--- config.mk ---
export PLATFORM = sky130hd
export DESIGN_NAME = sumador_secuencial
export DESIGN_NICKNAME = d
export VERILOG_FILES = /design/src/rtl/sumador_secuencial.sv
export SDC_FILE = /design/constraint.sdc
export NUM_CORES = 1
export LEC_CHECK = 0
export ABC_AREA = 0
export BUFFER_PORTS_ARGS = -buffer_cell sky130_fd_sc_hd__buf_2
export CORE_ASPECT_RATIO = 0.9
export CORE_MARGIN = 1
export CORE_UTILIZATION = 25
export DETAILED_ROUTE_END_ITERATION = 8
export GPL_TIMING_DRIVEN = 1
export SYNTH_ARGS = -nofsm -noshare
export SYNTH_HDL_FRONTEND = slang
export SYNTH_SLANG_ARGS = --single-unit
--- constraint.sdc ---
create_clock -name clk -period 1.9 [get_ports clk]
set_input_delay 0.38 -clock clk [delete_from_list [all_inputs] [get_ports clk]]
set_output_delay 0.38 -clock clk [all_outputs]
set_load 0.01 [all_outputs]
--- src/rtl/sumador_secuencial.sv ---
// Purpose: digit-serial N-bit adder/subtractor with carry, overflow, zero and negative flags.
// Latency: S = N/D cycles of CALC after the start edge; done pulses for one cycle after that.
// Backpressure: start is taken only in IDLE or DONE and is ignored (not queued) while busy.
module sumador_secuencial #(
    parameter int N = 4,
    parameter int D = 1
) (
    input  logic         clk,
    input  logic         rst_n,
    input  logic         start,
    input  logic         op,
    input  logic [N-1:0] A_num,
    input  logic [N-1:0] B_num,
    input  logic         carry_in,
    output logic [N-1:0] result,
    output logic         carry_out,
    output logic         overflow,
    output logic         zero,
    output logic         negative,
    output logic         busy,
    output logic         done
);

    localparam int S  = N / D;
    localparam int CW = (S > 1) ? $clog2(S) : 1;
    localparam logic [CW-1:0] LAST = CW'(S - 1);

    if ((D < 1) || (D > N) || ((N % D) != 0)) begin : g_bad_params
        $error("sumador_secuencial: D must divide N and satisfy 1 <= D <= N");
    end

    typedef enum logic [1:0] {IDLE, CALC, DONE} state_t;

    state_t          state;
    state_t          state_nxt;
    logic [N-1:0]    a_sr;
    logic [N-1:0]    b_sr;
    logic [N-1:0]    r_sr;
    logic            c;
    logic [CW-1:0]   cnt;

    logic            accept;
    logic            last;
    logic [D:0]      digit_sum;
    logic            c_msb;
    logic [N+D-1:0]  r_cat;
    logic [N-1:0]    r_next;

    // State register.
    always_ff @(posedge clk) begin
        if (!rst_n) begin
            state <= IDLE;
        end else begin
            state <= state_nxt;
        end
    end

    // Next-state logic; DONE accepts a new start so back-to-back runs skip IDLE.
    always_comb begin
        state_nxt = state;
        case (state)
            IDLE:    if (start) state_nxt = CALC;
            CALC:    if (last) state_nxt = DONE;
            DONE:    state_nxt = start ? CALC : IDLE;
            default: state_nxt = IDLE;
        endcase
    end

    // Digit adder and partial-result shift; carry into the digit MSB is recovered from
    // sum ^ a ^ b so the same expression serves every digit width, including D = 1.
    always_comb begin
        accept    = start && (state != CALC);
        last      = (state == CALC) && (cnt == LAST);
        digit_sum = {1'b0, a_sr[D-1:0]} + {1'b0, b_sr[D-1:0]} + {{D{1'b0}}, c};
        c_msb     = digit_sum[D-1] ^ a_sr[D-1] ^ b_sr[D-1];
        r_cat     = {digit_sum[D-1:0], r_sr};
        r_next    = r_cat[N+D-1:D];
    end

    // Operand capture, digit-serial datapath, and result/flag update on the final digit only.
    always_ff @(posedge clk) begin
        if (!rst_n) begin
            a_sr      <= '0;
            b_sr      <= '0;
            r_sr      <= '0;
            c         <= 1'b0;
            cnt       <= '0;
            result    <= '0;
            carry_out <= 1'b0;
            overflow  <= 1'b0;
            zero      <= 1'b0;
            negative  <= 1'b0;
        end else if (accept) begin
            a_sr <= A_num;
            b_sr <= op ? ~B_num : B_num;
            r_sr <= '0;
            c    <= op ? 1'b1 : carry_in;
            cnt  <= '0;
        end else if (state == CALC) begin
            a_sr <= a_sr >> D;
            b_sr <= b_sr >> D;
            r_sr <= r_next;
            c    <= digit_sum[D];
            cnt  <= cnt + 1'b1;
            if (last) begin
                result    <= r_next;
                carry_out <= digit_sum[D];
                overflow  <= c_msb ^ digit_sum[D];
                zero      <= (r_next == '0);
                negative  <= r_next[N-1];
            end
        end
    end

    assign busy = (state == CALC);
    assign done = (state == DONE);

endmodule

# After elaboration in Yosys (flattened, before gate mapping)
# Index checks and enable logic that the tools add are counted.
# Widths: inputs -> output; s select.
[word_totals] register_bits=25 inputBits=13 output_inout_bits=10 elab_cells=46
[classes] n_addsub=3 n_eq_ne=6 muxes=12 n_bitwise=6 n_reduce_logical=8
[ops] op="$mux 4" n=5
[ops] op="$pmux 2 s3" n=1
[ops] op="$eq 2x2->1 const B" n=2
[ops] op="$logic_not 4->1" n=1
[ops] op="$mux 1" n=4
[ops] op="$mux 2" n=2
[ops] op="$ne 2x1->1 const B" n=2
[ops] op="$not 4->4" n=1
[ops] op="$reduce_and 3->1" n=1
[ops] op="$xor 1x1->1" n=3
[ops] op="$add 1x1->2" n=1
[ops] op="$add 2x1->2" n=1
[ops] op="$add 2x1->2 const B" n=1
[ops] op="$eq 2x1->1 const B" n=1
[ops] op="$logic_and 1x1->1" n=2
[ops] op="$logic_not 2->1" n=1
[ops] op="$ne 2x2->1 const B" n=1
[ops] op="$not 1->1" n=2
[ops] op="$reduce_and 2->1" n=1
[ops] op="$reduce_bool 2->1" n=1
[ops] op="$reduce_or 2->1" n=1

# Depth between registers and ports, before layout
# Gate-level depths: netlist of the first run.
[depth] depth_word=5 ltp_mapped=6 mapped_depth_nobuf=4

# Worst setup path after synthesis of the first run
# Ideal clock, no wire load.
[synth_timing] path_kind="flip-flop to flip-flop" from="register c" to="register zero" setup_ps=76 arrival_ps=1319 t_required_ps=1824 setup_slack_ps=506 path_stages_with_launch=5 n_path_buf=0 period_less_slack_ps=1394 cell_sequence="dfxtp_1 -> fa_1 -> nor4_1 -> nand3_1 -> a21boi_0"
[synth_between] elab_chain_cells=2
[synth_lines] item="start, declared" line="39" source="logic c;"
[synth_lines] item="start signal, assigned" line="97" source="c <= op ? 1'b1 : carry_in;"
[synth_lines] item="start signal, assigned" line="103" source="c <= digit_sum[D];"
[synth_lines] item="$add 2x1->2" line="74" source="digit_sum = {1'b0, a_sr[D-1:0]} + {1'b0, b_sr[D-1:0]} + {{D{1'b0}}, c};"
[synth_lines] item="named net digit_sum[0]" line="44" source="logic [D:0] digit_sum;"
[synth_lines] item="$logic_not 4->1" line="109" source="zero <= (r_next == '0);"
[synth_lines] item="end signal, assigned" line="109"
[synth_lines] item="end, declared" line="18" source="output logic zero,"
# The timed path passes the listed nets, and every way through them passes these cells.
# A chain may end at the register's enable or synchronous reset.

# Worst setup path in the final report of the first run
[layout_timing] from="register state[1]" to="output port busy"
[layout_between] elab_chain_cells=1
[layout_lines] item="start, declared" line="34" source="state_t state;"
[layout_lines] item="start signal, assigned" line="54" source="state <= state_nxt;"
[layout_lines] item="$eq 2x1->1" line="115" source="assign busy = (state == CALC);"
[layout_lines] item="end, declared" line="20" source="output logic busy,"
# Every way passes these cells.

==> results of run 1 <==
[state kept, by name, summed over array words and instances, names as in the netlist, 2 cells and up]
register and count:
a_sr 4, b_sr 4, cnt 2, r_sr 3, result 4, state 2
[power breakdown]
group / leakage, nW / internal [W] / switching, W
logic: 0.385 / 0.0000608 / 0.0000720
registers: 0.188 / 0.000505 / 0.0000162
clock network: 0.0255 / 0.000147 / 0.000160
[worst max-delay path, cell delays in order (launching register included)]
cell      delay [ns]
dfxtp_1         0.32
nand2b_1        0.31
inv_6           0.20
buf_2           0.15
[path summary, 6_finish.rpt]
check                               from      end  slack, ns
worst max-delay path            state[1]     busy       0.28
worst min-delay path            A_num[3]  a_sr[3]       0.35
worst min register to register   b_sr[1]  b_sr[0]       0.46
worst max register to register         c     zero       0.40
[Yosys cell counts (2+ instances only)]
library cell	n	area share, %
a21boi_2	5	5.2
and3_1	2	1.1
buf_6	3	3.1
dfxtp_1	23	42
mux2i_1	9	8.2
nand2_1	11	3.8
nand2_2	2	1.1
nand3_1	8	3.7
nor2_1	4	1.4
nor2b_1	5	2.9
o2111ai_1	3	2.4
o211a_1	3	2.7
or2_2	4	2.3
xor2_1	4	3.2
[cell type report]
class	instances	area, um^2	share of cell area (%)
Timing Repair Buffer	23	118	9.44
Tap cell	48	60.1	4.82
Inverter	2	12.5	1.00
Clock inverter	1	5.00	0.402
Sequential cell	23	460	36.9
Multi-Input combinational cell	75	549	44.1
Clock buffer	3	41.3	3.31
[cell families after synthesis]
logic type / after synthesis
AO/OA/AOI/OAI: 17
XOR/XNOR: 5
AND/OR/NAND/NOR: 42
buffers and inverters: 10
flip-flops: 23
adder cells (fa/ha/maj): 2
multiplexers: 9
[stage by stage]
stage          hold WS, ns  power, W
6_report             0.352  0.000961
2_1_floorplan        0.429  0.000640
3_3_place_gp         0.433  0.000658
5_1_grt              0.408   0.00102
4_1_cts              0.350  0.000970
3_5_place_dp         0.446  0.000665
[routing by layer]
metal / up-vias / share of wire (%) / track usage, %
li1: 409 / - / -
met4: 0 / 0.29 / 1.47
met3: 2 / 7.3 / 4.20
met2: 26 / 42 / 16.0
met1: 365 / 50 / 12.4
met5: - / 0 / 0
==> summary.md, run 1 <==
| Metric | Value |
|---|---|
| Status | finished, final reports clean |
| Vias/cell | 4.58 |
| Largest net degree at the start of global routing | 26 |
| Worst-path fanout max | 12 |
| Commonest non-fill, non-tap cells in the layout | dfxtp_1 (23), buf_2 (22), nand2_1 (11) |
| EDFF count, synth | 0 |
| Multiplexer share of the synthesized area | 8.25% |
| Max Cap Violations | 0 |
| Slew Limit Fails | 0 |
| Async set or reset register ratio after synthesis | 0% |
| Worst slew pin tran | 0.401 ns |
| Synth Area in Compound Gates | 14.7% |
| Cells after Synth | 108 |
| Initial antenna violation count | 0 |
| Critical path class | flip-flop to output port |
| Crit. End Element | output port |
| CTS H-tree lvls | 1 |
| Vias | 802 |
| Root Buffer | clkbuf_8 |
| Worst-case clock buffer depth | 2 |
| Seq/Total Area, Yosys | 42.2% |
| HP Class | input port to flip-flop |
| XOR/XNOR Fraction of Synth Area | 4.01% |
| Final setup viols | 0 |
| Syn nets | 123 |
| Post_cts resized | 0 |
| 1st-iter DRT viols | 64 |
| Final #Nets | 143 |
| Reg2Reg Depth | 4 |
| Leakage power | 0.599 nW |
| Tmin final | 1.62 ns |
| Clock-pin slew on the worst setup and hold paths | 0.08 ns |
| Cell area power density | 771 nW/um^2 |
| Ports | 23 |
| Tcrit/Tclk final | 85.5% |
| Avg WL per Cell | 11.8 um |
| Core Box Area | 4130 um^2 |
| Area after DPL | 1200 um^2 |
| First-pass GRT wire length | 3620 um |
| Final std cells w/o fill | 175 |
| Placed cells | 171 |
| WHS Path Cells | 3 |
| # DRC | 0 |
| Final setup TNS | 0 ns |
| Fmax | 615 MHz |
| Unrepaired setup endpoints after global routing | false |
| Most common cell after layout, fill and taps aside | dfxtp_1 |
| Setup bufs post-CTS | 0 |
| Gp weighted congestion | 0.725 |
| Die W | 71.7 um |
| Post-synthesis area per instance | 10.1 um^2 |
| Design area | 1250 um^2 |
| Synth warn | 0 |
| Pre-Repair DR Iteration Count | 4 |
| Initial Util | 26.5% |
| Post-synthesis register bit count | 23 |
| Final HPWL DP | 1500 um |
| Worst clock skew | 0.00406 ns |
| Setup crit start kind | flip-flop |
| Post-synth top flop | dfxtp_1 |
| Max-slew headroom | 72.9% |
| Synth-to-layout area growth | 14.1% |
| Number of core rows | 22 |
| Number of buffers created by CTS | 3 |
| Adder-Cell Fraction of Synth Area | 2.98% |
| # diodes | 0 |
| Simple-gate portion of the synthesized area | 20.4% |
| Final hold vios | 0 |
| Worst EP required | 1.52 ns |
| Die footprint | 4640 um^2 |
| Port Buf Inserts | 22 |
| Worst Setup Slack, final | 0.275 ns |
| Hold buffer count at CTS | 0 |
| Peak supply drop | 0.462 mV |
| Chip Height | 64.7 um |
| CP arrival | 1.24 ns |
| GR Util All Layers | 9.89% |
| Share of layout cells above drive strength 1 | 33.1% |
| Fillers | 438 |
| Worst slack, placed | 0.411 ns |
| GRT Residual Overflow | 0 |
| Vias in the first global route | 785 |
| Worst-Skew Late Latency | 0.27 ns |
| WL final | 2060 um |
| Netlist Area Pre-Place | 1090 um^2 |
| Fin util | 30.2% |
| Synth unique cells | 36 |
| Clock sinks | 23 |
| Routed Antenna Nets | 0 |
| Main combinational cell family by area after synthesis | simple AND/OR/NAND/NOR gates |
| CTS tree | done |
Note: power is estimated with default switching activity, not from simulation.
==> inputs of run 2 (changes only) <==
--- a/config.mk
+++ b/config.mk
@@ -11,7 +11,7 @@
 export CORE_MARGIN = 1
 export CORE_UTILIZATION = 25
 export DETAILED_ROUTE_END_ITERATION = 8
-export GPL_TIMING_DRIVEN = 1
+export GPL_TIMING_DRIVEN = 0
 export SYNTH_ARGS = -nofsm -noshare
 export SYNTH_HDL_FRONTEND = slang
 export SYNTH_SLANG_ARGS = --single-unit
==> run 2 against run 1 <==
Die area is the same. Largest cell class unchanged. Register-to-register slack lost 0.03 ns. Sequential share of layout area shrank 1.6 points. First-iteration DRC count shrank 27%. Highest routed layer unchanged. Critical path type unchanged. Sequential power is essentially flat. Cell count grew 3.4%. Non-clock buffer count grew 6.
==> summary.md, run 2 (synthesized netlist as in run 1, its figures left out) <==
| Metric | Value |
|---|---|
| Status | finished, final reports clean |
| Pre-Repair DR Iteration Count | 4 (unchanged) |
| Largest net degree at the start of global routing | 13 (-50%) |
| Worst path top cell family by delay | buffers and inverters |
| Critical path's slowest cell | dfxtp_1 |
| Ports | 23 (unchanged) |
| Worst EP required | 1.52 ns (about the same) |
| Die footprint | 4640 um^2 (unchanged) |
| Commonest non-fill, non-tap cells in the layout | dfxtp_1 (23), buf_2 (22), nand2_1 (11) |
| Number of core rows | 22 (unchanged) |
| Share of layout cells above drive strength 1 | 34.6% (+1.5 points) |
| Critical path class | flip-flop to output port |
| Gp weighted congestion | 0.724 (-0.14%) |
| Vias | 819 (+2.1%) |
| Avg WL per Cell | 11.7 um (-1.0%) |
| WP buf/inv | 4 (+2) |
| Worst slew pin tran | 0.401 ns (-0.000161 ns) |
| CTS H-tree lvls | 1 (unchanged) |
| GRT Residual Overflow | 0 (unchanged) |
| Tcrit/Tclk final | 83.7% (-1.8 points) |
| First-pass GRT wire length | 3460 um (-4.2%) |
| Setup crit start kind | flip-flop |
| Worst-path fanout max | 10 (-2) |
| Clock sinks | 23 (unchanged) |
| 1st-iter DRT viols | 47 (-27%) |
| Core Box Area | 4130 um^2 (unchanged) |
| HP Class | input port to flip-flop |
| WL final | 2110 um (+2.4%) |
| Peak supply drop | 0.449 mV (-2.8%) |
| Fmax | 629 MHz (+2.2%) |
| CTS tree | done |
| Leakage power | 0.628 nW (+4.8%) |
| Die W | 71.7 um (unchanged) |
| Vias in the first global route | 799 (+1.8%) |
| Port Buf Inserts | 21 (-4.5%) |
| Final setup TNS | 0 ns (unchanged) |
| Tmin final | 1.59 ns (-0.0344 ns) |
| Number of buffers created by CTS | 3 (unchanged) |
| Unrepaired setup endpoints after global routing | false |
| Setup bufs post-CTS | 0 (unchanged) |
| Final hold vios | 0 (unchanged) |
| Chip Height | 64.7 um (unchanged) |
| # diodes | 0 (unchanged) |
| Final #Nets | 149 (+4.2%) |
| Clock-pin slew on the worst setup and hold paths | 0.08 ns (about the same) |
| Max Cap Violations | 0 (unchanged) |
| Fillers | 434 (-0.91%) |
| Root Buffer | clkbuf_8 |
| GR Util All Layers | 9.70% (-0.18 points) |
| Hold buffer count at CTS | 0 (unchanged) |
| Crit. End Element | output port |
| Crit path cell chain | nand2b_1 > buf_6 > inv_6 > buf_8 > buf_2 |
| Post_cts resized | 0 (unchanged) |
| Synth-to-layout area growth | 19.2% |
| Top flop regs | a_sr x4, b_sr x4, result x4 |
| # DRC | 0 (unchanged) |
| CP peak stage delay | 0.39 ns (+0.07 ns) |
| Worst-case clock buffer depth | 2 (unchanged) |
| CP arrival | 1.21 ns (-0.03 ns) |
| Routed Antenna Nets | 0 (unchanged) |
| Vias/cell | 4.52 (-1.3%) |
| Most common cell after layout, fill and taps aside | dfxtp_1 |
| Final HPWL DP | 1590 um (+5.9%) |
| Final setup viols | 0 (unchanged) |
| Initial antenna violation count | 0 (unchanged) |
| Worst-Skew Late Latency | 0.27 ns (about the same) |
| Cell area power density | 750 nW/um^2 (-2.7%) |
| Initial Util | 26.5% (unchanged) |
| Worst clock skew | 0.00579 ns (+0.00173 ns) |
| Slew Limit Fails | 0 (unchanged) |
| Min Hold Slack | 0.361 ns (+0.00874 ns) |
| Max-slew headroom | 72.9% (about the same) |
run 2: cell count changes in the layout (fill, tap and decap cells not counted):
| cell | previous run | this run |
|---|---|---|
| clkbuf_1 | 0 | 2 |
| buf_8 | 0 | 1 |
| clkinv_2 | 1 | 0 |
| clkbuf_2 | 0 | 1 |
| buf_6 | 0 | 3 |
run 2: final timing paths:
check	cells past startpoint	slack, ns	endpoint	from
setup reg to reg	4	0.37	zero	c
hold reg to reg	2	0.46	b_sr[1]	b_sr[2]
hold / removal	3	0.36	a_sr[3]	A_num[3]
setup / recovery	5	0.31	busy	state[0]
run 2: report_power, final:
group	internal, W	total, W	switching, W
combinational	0.0000736	0.000149	0.0000755
sequential	0.000505	0.000521	0.0000161
clock	0.000150	0.000307	0.000158
total	0.000728	0.000977	0.000249
run 2: layout make-up:
class | count | area (um^2) | share of cell area (%)
multi-input combinational | 75 | 549 | 42.2
sequential | 23 | 460 | 35.4
timing repair buffer | 21 | 105 | 8.07
buffer | 8 | 70.1 | 5.38
tap | 48 | 60.1 | 4.61
clock buffer | 4 | 45.0 | 3.46
inverter | 2 | 12.5 | 0.961
run 2: metrics by stage:
step	util (%)	instances	power [W]	setup slack [ns]	cell area [um^2]
3_5_place_dp	30.5	177	0.000683	0.377	1260
6_report	31.5	181	0.000977	0.309	1300
3_3_place_gp	30.5	177	0.000676	0.389	1260
5_1_grt	31.5	181	0.00102	0.239	1300
2_1_floorplan	-	108	0.000640	0.506	1090
4_1_cts	31.5	181	0.000983	0.305	1300
run 2: layer usage:
layer | share of wire (%) | vias up | global-route usage [%]
met5 | 0 | - | 0
li1 | - | 422 | -
met3 | 5.4 | 5 | 3.58
met2 | 43 | 24 | 15.6
met4 | 1.2 | 0 | 2.94
met1 | 51 | 368 | 12.1
run 2: tightest hold or removal path, stage by stage:
cell	delay [ns]
buf_2	0.08
mux2i_1	0.06
nor2_1	0.08
==> inputs of run 3 (changes only) <==
--- a/config.mk
+++ b/config.mk
@@ -5,7 +5,7 @@
 export SDC_FILE = /design/constraint.sdc
 export NUM_CORES = 1
 export LEC_CHECK = 0
-export ABC_AREA = 0
+export ABC_AREA = 1
 export BUFFER_PORTS_ARGS = -buffer_cell sky130_fd_sc_hd__buf_2
 export CORE_ASPECT_RATIO = 0.9
 export CORE_MARGIN = 1
==> constraint.sdc (replaced) <==
create_clock -name clk -period 1.3 [get_ports clk]
set_input_delay 0.26 -clock clk [delete_from_list [all_inputs] [get_ports clk]]
set_output_delay 0.26 -clock clk [all_outputs]
set_load 0.01 [all_outputs]
==> run 3 against run 2 <==
Routed wire length grew 6.4%. Cell count grew 20%. Flip-flop and latch count is the same. Critical path depth grew 1. Largest power group unchanged. Synthesized area shrank 4.5%. Die area shrank 4.3%. Clock skew shrank 0.0020 ns. First-iteration DRC count grew 34%.
==> summary.md, run 3 <==
| Metric | Value |
|---|---|
| Max Cap Violations | 0 (unchanged) |
| Synth cell count leaders | nand2_1 (41), dfxtp_1 (23), nand3_1 (21), nor2_1 (15), inv_1 (14) |
| Final setup TNS | 0 ns (unchanged) |
| Critical path class | flip-flop to flip-flop |
| Clock sinks | 23 (unchanged) |
| Leading cell type by number of instances after synthesis | nand2_1 |
| Avg WL per Cell | 10.3 um (-12%) |
| Worst clock skew | 0.00376 ns (-0.00202 ns) |
| Worst-case clock buffer depth | 2 (unchanged) |
| Peak supply drop | 0.575 mV (+28%) |
| 1st-iter DRT viols | 63 (+34%) |
| Vias/cell | 4.22 (-6.7%) |
| Number of buffers created by CTS | 3 (unchanged) |
| Setup crit start | c |
| Fmax | 790 MHz |
| Min Hold Slack | 0.235 ns (-0.126 ns) |
| Initial antenna violation count | 0 (unchanged) |
| Async set or reset register ratio after synthesis | 0% (unchanged) |
| Setup crit start kind | flip-flop |
| Worst path depth | 6 (+1) |
| Commonest non-fill, non-tap cells in the layout | nand2_1 (40), buf_2 (23), nand3_1 (21) |
| Crit path cell chain | fa_2 > nor2_1 > nand2_1 > o21ai_1 > nand2_1 > inv_1 |
| Synth area leader | dfxtp_1 |
| Worst EP required | 1.46 ns (-0.06 ns) |
| Total Power | 0.00140 W (+44%) |
| Final setup viols | 0 (unchanged) |
| Top cells by area, synth | dfxtp_1 (44%), nand2_1 (15%), nand3_1 (10%) |
| Worst-path fanout max | 2 (-8) |
| Initial Util | 27.0% (+0.56 points) |
| Final hold vios | 0 (unchanged) |
| Chip Height | 63.3 um (-2.2%) |
| Root Buffer | clkbuf_8 |
| Die W | 70.1 um (-2.2%) |
| Final std cells w/o fill | 218 (+20%) |
| Worst path top cell family by delay | adder cells |
| Crit. End Element | flip-flop |
| WL final | 2250 um (+6.4%) |
| CP arrival | 1.43 ns (+0.22 ns) |
| Leakage power | 0.661 nW (+5.3%) |
| # diodes | 0 (unchanged) |
| Synth top area share | 44.1% (+2.0 points) |
| Syn nets | 157 (+28%) |
| EDFF count, synth | 0 (unchanged) |
| Hold buffer count at CTS | 0 (unchanged) |
| CTS H-tree lvls | 1 (unchanged) |
| Worst slew pin tran | 0.286 ns (-0.115 ns) |
| Met1 wire length | 1190 um (+11%) |
| Vias in the first global route | 831 (+4.0%) |
| Critical path's slowest cell | fa_2 |
| GR Util All Layers | 10.8% (+1.1 points) |
| Cells after Synth | 142 (+31%) |
| Seq/Total Area, Yosys | 44.1% (+2.0 points) |
| Met2 WL | 943 um (+4.5%) |
| Final #Nets | 188 (+26%) |
| WP buf/inv | 1 (-3) |
| Design area | 1300 um^2 (about the same) |
| Unrepaired setup endpoints after global routing | true |
| Post-synthesis register bit count | 23 (unchanged) |
| HP Class | input port to flip-flop |
| Core Box Area | 3860 um^2 (-6.5%) |
| Placed cells | 209 (+18%) |
| R2r startpoint | c |
| Status | finished, final reports clean |
| Gp weighted congestion | 0.759 (+4.8%) |
| Setup crit end | zero |
| Worst-Skew Late Latency | 0.26 ns (about the same) |
| Most common cell after layout, fill and taps aside | nand2_1 |
| # DRC | 0 (unchanged) |
| Vias | 920 (+12%) |
| Final HPWL DP | 1550 um (-2.7%) |
| Largest net degree at the start of global routing | 13 (unchanged) |
| Slew Limit Fails | 0 (unchanged) |
| Reg2Reg Depth | 6 (+2) |
| Share of layout cells above drive strength 1 | 26.2% (-8.4 points) |
| Tmin final | 1.27 ns |
| FF-to-FF setup slack | 0.03 ns (-0.34 ns) |
| Synth-to-layout area growth | 24.7% |
| Die footprint | 4440 um^2 (-4.3%) |
| Post-synthesis area per instance | 7.35 um^2 (-27%) |
| Max-slew headroom | 80.9% (+8.0 points) |
| RR Endpoint | zero |
| Pre-Repair DR Iteration Count | 4 (unchanged) |
| Top flop regs | a_sr x4, b_sr x4, result x4 |
| GRT Residual Overflow | 0 (unchanged) |
| Routed Antenna Nets | 0 (unchanged) |
| Post-synth top flop | dfxtp_1 |
| CP peak stage delay | 0.58 ns (+0.19 ns) |
| Port Buf Inserts | 21 (unchanged) |
| Synth unique cells | 20 (-44%) |
| Netlist Area Pre-Place | 1040 um^2 (-4.5%) |
| Synth warn | 0 (unchanged) |
| Number of core rows | 21 (-4.5%) |
| Cell area power density | 1080 nW/um^2 (+44%) |
| Ports | 23 (unchanged) |
| Tcrit/Tclk final | 97.4% |
| CTS tree | done |
| Metal3 WL | 118 um (+2.6%) |
| Uppermost routed layer | met3 |
| Clock-pin slew on the worst setup and hold paths | 0.08 ns (about the same) |
| Most frequent CP cell | nand2_1 |
| First-pass GRT wire length | 3760 um (+8.6%) |
| Area after DPL | 1210 um^2 (-4.1%) |
run 3: cell count changes after synthesis, sizes merged, moves of 3 or more:
cell | previous run | this run
a21oi | 1 | 8
nor2 | 4 | 16
o211a | 3 | 0
mux2i | 9 | 0
inv | 2 | 15
or2 | 4 | 0
nand3 | 8 | 22
nand2 | 13 | 42
nor2b | 5 | 0
a21boi | 6 | 0
o2111ai | 3 | 0
run 3: kinds of logic (layout without fill, tap and decap cells):
kind of cell             after synthesis  count (layout)  synth area share (%)
flip-flops                            23              23                  44.1
buffers and inverters                 20              50                  9.23
AND/OR/NAND/NOR                       80              80                  32.9
AO/OA/AOI/OAI                         11              11                  5.64
adder cells (fa/ha/maj)                2               2                  3.12
XOR/XNOR                               6               6                  5.04
run 3: stage by stage:
| step | utilization, % | setup slack, ns |
|---|---|---|
| 2_1_floorplan | - | 0.0447 |
| 3_3_place_gp | 31.2 | -0.0188 |
| 3_5_place_dp | 31.2 | -0.0264 |
| 4_1_cts | 33.5 | 0.0143 |
| 5_1_grt | 33.7 | -0.0165 |
| 6_report | 33.7 | 0.0339 |
run 3: layout make-up:
class                   instances  area (um^2)
well taps                      46         57.6
inverters                      15         56.3
fillers                       417         2560
repair buffers                 27          150
plain buffers                   4         28.8
flip-flops and latches         23          472
multi-input cells              99          492
clock buffers                   4         45.0
run 3: report_power, final:
part | total (W) | internal [W] | switching, W
clock network | 0.000439 | 0.000218 | 0.000221
registers | 0.000748 | 0.000731 | 0.0000176
logic | 0.000216 | 0.0000957 | 0.000120
total | 0.00140 | 0.00104 | 0.000358
run 3: what timing repair did:
action	in CTS	in global routing
resized for setup	4	6
pin swaps	3	3
endpoints found under the hold margin	0	0
endpoints found under the setup margin	3	10
setup buffers	5	1
run 3: worst min-delay path by stage:
| stage | start | end | slack [ns] | cells after the start |
|---|---|---|---|---|
| floorplan | A_num[3] | a_sr[3] | 0.40 | 2 |
| global placement | cnt[1] | cnt[1] | 0.45 | 2 |
| detailed placement | b_sr[3] | b_sr[3] | 0.46 | 2 |
| CTS | A_num[3] | a_sr[3] | 0.23 | 3 |
| global route | A_num[3] | a_sr[3] | 0.24 | 3 |
| finish | A_num[3] | a_sr[3] | 0.23 | 3 |
run 3: layer usage:
layer	track usage, %	up-vias
met3	4.00	0
met2	16.7	23
met4	1.50	0
met1	14.6	395
li1	-	502
met5	0	-
run 3: tightest hold or removal path, stage by stage:
cell and delay [ns]:
buf_2 0.09, nand2_1 0.05, a21oi_1 0.05
